$ cat src/rtl/irq_request_latch.sv
// irq_request_latch: 8259 IRR front end with IR synchronisation, edge/level triggering, masking and spurious-ack detection.
module irq_request_latch #(
  parameter int NUM_IRQ     = 8,
  parameter int SYNC_STAGES = 2,
  localparam int IDW        = NUM_IRQ > 1 ? $clog2(NUM_IRQ) : 1
) (
  input  logic               clk,
  input  logic               rst_n,
  input  logic [NUM_IRQ-1:0] ir_in,
  input  logic               ltim,
  input  logic               init_clear,
  input  logic [NUM_IRQ-1:0] mask,
  input  logic               ack_valid,
  input  logic [IDW-1:0]     ack_id,
  output logic [NUM_IRQ-1:0] irr,
  output logic [NUM_IRQ-1:0] irr_masked,
  output logic               int_pending,
  output logic               spurious
);
  logic [NUM_IRQ-1:0] sync_q [SYNC_STAGES];
  logic [NUM_IRQ-1:0] ir_s, ir_d_q, irr_q, irr_d, ack_dec;
  logic               spurious_q, spurious_d;
  assign ir_s = sync_q[SYNC_STAGES-1];
  // Out-of-range ack_id decodes to no bit, so it clears nothing and reads as spurious.
  always_comb begin
    for (int i = 0; i < NUM_IRQ; i++) ack_dec[i] = ack_valid && (ack_id == IDW'(i));
    irr_d      = init_clear ? '0 : ltim ? ir_s : ((ir_s & ~ir_d_q) | (irr_q & ir_s & ~ack_dec));
    spurious_d = ack_valid && !(|(ack_dec & irr_q));
  end
  always_ff @(posedge clk or negedge rst_n) begin
    if (!rst_n) begin
      for (int k = 0; k < SYNC_STAGES; k++) sync_q[k] <= '0;
      ir_d_q     <= '0;
      irr_q      <= '0;
      spurious_q <= 1'b0;
    end else begin
      sync_q[0] <= ir_in;
      for (int k = 1; k < SYNC_STAGES; k++) sync_q[k] <= sync_q[k-1];
      ir_d_q     <= ir_s;
      irr_q      <= irr_d;
      spurious_q <= spurious_d;
    end
  end
  assign irr         = irr_q;
  assign irr_masked  = irr_q & ~mask;
  assign int_pending = |irr_masked;
  assign spurious    = spurious_q;
endmodule

$ cat config.mk
export PLATFORM = sky130hd
export DESIGN_NAME = irq_request_latch
export DESIGN_NICKNAME = d
export VERILOG_FILES = /design/src/rtl/irq_request_latch.sv
export SDC_FILE = /design/constraint.sdc
export NUM_CORES = 1
export LEC_CHECK = 0
export CAP_MARGIN = 20
export CORE_MARGIN = 1
export CORE_UTILIZATION = 43
export CTS_CLUSTER_DIAMETER = 100
export DETAILED_ROUTE_END_ITERATION = 12
export PLACE_DENSITY = 0.83
export SYNTH_ARGS = -nofsm -noshare
export SYNTH_HDL_FRONTEND = slang
export SYNTH_SLANG_ARGS = --single-unit
export TNS_END_PERCENT = 100
$ cat constraint.sdc
create_clock -name clk -period 1.5 [get_ports clk]
set_input_delay 0.45 -clock clk [delete_from_list [all_inputs] [get_ports clk]]
set_output_delay 0.45 -clock clk [all_outputs]
set_load 0.02 [all_outputs]
==> summary by stage <==
Min path
The startpoint of the most critical hold path is sync_q[13]. The cell count of the worst hold path is 0. The path with the worst hold slack has its endpoint at ir_s[5]. The worst min-delay path category is reg -> reg.

Timing
Dividing the final minimum period by the clock period gives 122%. The count of final hold-check violations came to 0. Headroom to the max-slew limit came out at 80.5%. On the final layout, the worst clock skew is between 0.009 and 0.01 ns. The post-route minimum period is around 1.8 ns. For the pin with the worst max-slew slack, the measured transition is about 0.3 ns. Setup repair after global routing could not meet its margin everywhere. The number of slew-limit violations in the final report was 0. The setup violation total in the final timing report is 4.

The maximum clock rate is 0.547 GHz. After layout, the worst setup slack is -0.330 ns.

Place
In this run the tool buffered the top-level ports with between 40 and 50 buffer cells. After legalization and detailed placement, the total HPWL measured 2030 um. At the end of routability-driven placement, the weighted congestion stood at around 0.82. In this run, placement finished with an instance count of approximately 170. Prior to clock tree synthesis, the placed netlist has a worst setup slack of -0.863 ns.

Clock tree
The root buffer cell chosen for the clock tree is clkbuf_4. The clock passes through at most 2 buffers. In this run the number of H-tree levels came out at 2. For the worst-skew pair, the clock arrives at the later sink with an insertion delay of between 0.3 and 0.4 ns. The TritonCTS clock tree is yes.

After clock tree synthesis, the clock-pin slew on the worst setup and hold paths is about 0.10 ns. For this design, the CTS-stage hold fixing added 0 buffers. The number of clock buffers inserted by TritonCTS is 5. The number of clock sinks is 33.

Routing
After detailed routing, the average wire length per cell comes to 15.1 um. The number of nets with antenna violations after routing is 0. For this block, the routed nets add up to ~2700 um of wire. For this run, design rule violations remaining after detail routing come to 0. After detailed routing, the number of vias per cell comes to between 5 and 6. The detailed router's first-iteration violation count is 6. The final route contains 947 vias. The count of TritonRoute iterations in the first routing pass is 4.

Logic synthesis
After synthesis, the most frequently instantiated cells are 33 x dfrtp_1, 9 x inv_1, 8 x a311oi_1, 8 x nor2b_1, 6 x o21ai_1. Counting flops and latches in the post-synthesis netlist gives 33. The biggest area consumer among synthesized cells is dfrtp_1. The number of instances in the synthesized netlist is 89. A synthesized cell averages 13.3 um2. The cell area that synthesis handed to floorplanning was between 1000 and 1500 um2. The synthesized net count is 113. The distinct cell type count after synthesis is 21. In the post-synthesis netlist, the biggest area contributors are dfrtp_1 70%, a311oi_1 5.9%, nor2b_1 4.2%. The share of synthesized area in the top cell type comes to a little over two thirds.

The number of synthesis warnings is 0. The async set-or-reset flop fraction in the synthesized netlist is 100%. Among all flip-flop cells after synthesis, the most frequent one is dfrtp_1. The portion of the post-synthesis area used by sequential elements is between 60% and 70%. The most numerous cell in the Yosys netlist is dfrtp_1.

In this run, synthesis inferred 0 flip-flops with an integrated enable.

Power
The power density normalized to cell area is between 900 and 1000 nW/um2. The clock share of power is 30.3%. IR analysis of the VDD net gives a maximum drop of 0.758 mV.

Total power for the finished layout comes to 1810 uW. The part of the power in registers is a little over half. The analysis attributes to net switching a power of ~440 uW. The switching part of the total power is between 20 and 25%. The combinational power share is about 17%.

For this design the static power due to leakage is 0.000872 uW. The internal portion of the total power is between 1000 and 1500 uW.

Cells and area
The utilization after layout is 75.7%. In the final layout, the share of cells above drive strength 1 is roughly two fifths. At the end of the flow, the number of nets in the layout was about 170. The number of antenna diodes in the final layout is 0. The area growth from synthesis to layout is 62.7%. The finished layout holds between 150 and 200 standard cells, fillers aside.

Die
The area of the core is ~2500 um2. The die outline area is 2970 um2. The width of the chip is roughly 54 um.

The height of the chip is 54.5 um. The floorplan row count is 18. Once the floorplan was initialized, standard cells occupied between 40 and 50% of the core.

The top-level I/O count is 42.

Critical path
The worst setup path is captured at an output pin. Tracing the worst setup path back leads to its startpoint at irr[2]. The critical path required time is around 1.1 ns.

The delay of the slowest critical-path stage is about 0.42 ns. The worst path arrival time is roughly 1.4 ns. The startpoint identified for the worst register-to-register timing path is irr[0]. The worst setup path is of the reg -> out kind. The top cell family by delay on the critical path is simple AND/OR/NAND/NOR gates. The cell with the largest stage delay on the worst path is dfrtp_2.

The worst register-to-register path has a depth of 4. In this run the register-to-register setup slack is ~0.26 ns. The maximum net fanout on the critical path is 2. The endpoint identified for the worst register-to-register timing path is spurious. The sum of buffers and inverters on the critical path is 1.

The signal on the critical path passes through nor2b_4 -> nor4_2 -> nand2_1 -> buf_6. The startpoint kind of the worst setup timing path is a register.

Run
The tool flagged a number of max-cap violations equal to 0.

Global routing
The largest net degree at the start of global routing is 34. The number of antenna violations at the first check in global routing is 0. The via count of the first global-routing pass is ~940. The wire length of the first global-routing pass is ~4200 um. The sum of overflow across all layers after global routing is 0. The overall routing resource usage is between 20% and 30%.

Run status
The run finished, with violations left. The checks that failed: negative setup slack.
-- metal layers --
metal / GRT usage, % / vias to the layer above / wire [um]
li1: - / 432 / -
met5: 0 / - / 0
met4: 10.7 / 0 / 61
met3: 8.61 / 8 / 297
met2: 41.9 / 57 / 1490
met1: 20.0 / 450 / 865
-- power groups by stage --
stage	sequential (uW)	clock [uW]	combinational (uW)
after global placement	970	0	277
after detailed placement	973	0	286
after floorplan	991	0	83.7
after global routing	963	602	331
final	956	549	305
after CTS	955	570	287
-- placed cells by master, fill, tap and decap left out, types with 4 or more instances in the layout --
cell	count
buf_6	23
o21ai_1	6
clkbuf_4	5
dfrtp_1	27
nand3b_1	4
buf_4	8
inv_1	9
clkdlybuf4s50_1	14
dfrtp_2	6
dlygate4sd2_1	8
nor2b_4	8
a311oi_1	8
-- per-stage QoR --
step / TNS [ns] / instance area [um2] / hold WS, ns
after floorplan: 0 / 1230 / 0.154
after global routing: -0.810 / 1930 / 0.361
after global placement: -7.23 / 1770 / 0.332
final: -0.515 / 1930 / 0.347
after detailed placement: -7.88 / 1770 / 0.335
after CTS: -0.704 / 1860 / 0.354
-- what timing repair did --
item,CTS,global route
buffers inserted,5,0
endpoints found under the setup margin,18,20
pin swaps,3,2
gates resized for setup,104,22
-- registers in the layout, summed over array words and instances (netlist names) --
register  count
ir_d_q        8
ir_s          8
irr           8
sync_q        8
spurious      1
-- kinds of logic (layout without fill, tap and decap cells) --
logic type,count (synthesis),in the layout,synth area share (%)
AO/OA/AOI/OAI,18,18,10.6
buffers and inverters,12,73,4.76
flip-flops,33,33,69.8
multiplexers,1,1,0.846
AND/OR/NAND/NOR,25,25,14.1
-- cell type report --
| type | instances | area [um2] |
|---|---|---|
| Timing Repair Buffer | 56 | 572 |
| Tap cell | 30 | 37.5 |
| Clock buffer | 7 | 65.1 |
| Inverter | 9 | 33.8 |
| Clock inverter | 1 | 5.00 |
| Multi-Input combinational cell | 44 | 379 |
| Sequential cell | 33 | 833 |
| Fill cell | 179 | 619 |
-- how the worst max path moves through the flow --
stage | cells past startpoint | to
after floorplan | 3 | int_pending
after global placement | 5 | int_pending
after detailed placement | 5 | int_pending
after CTS | 4 | int_pending
after global routing | 4 | int_pending
final | 4 | int_pending
No activity file was read; power rests on OpenSTA's default activity.
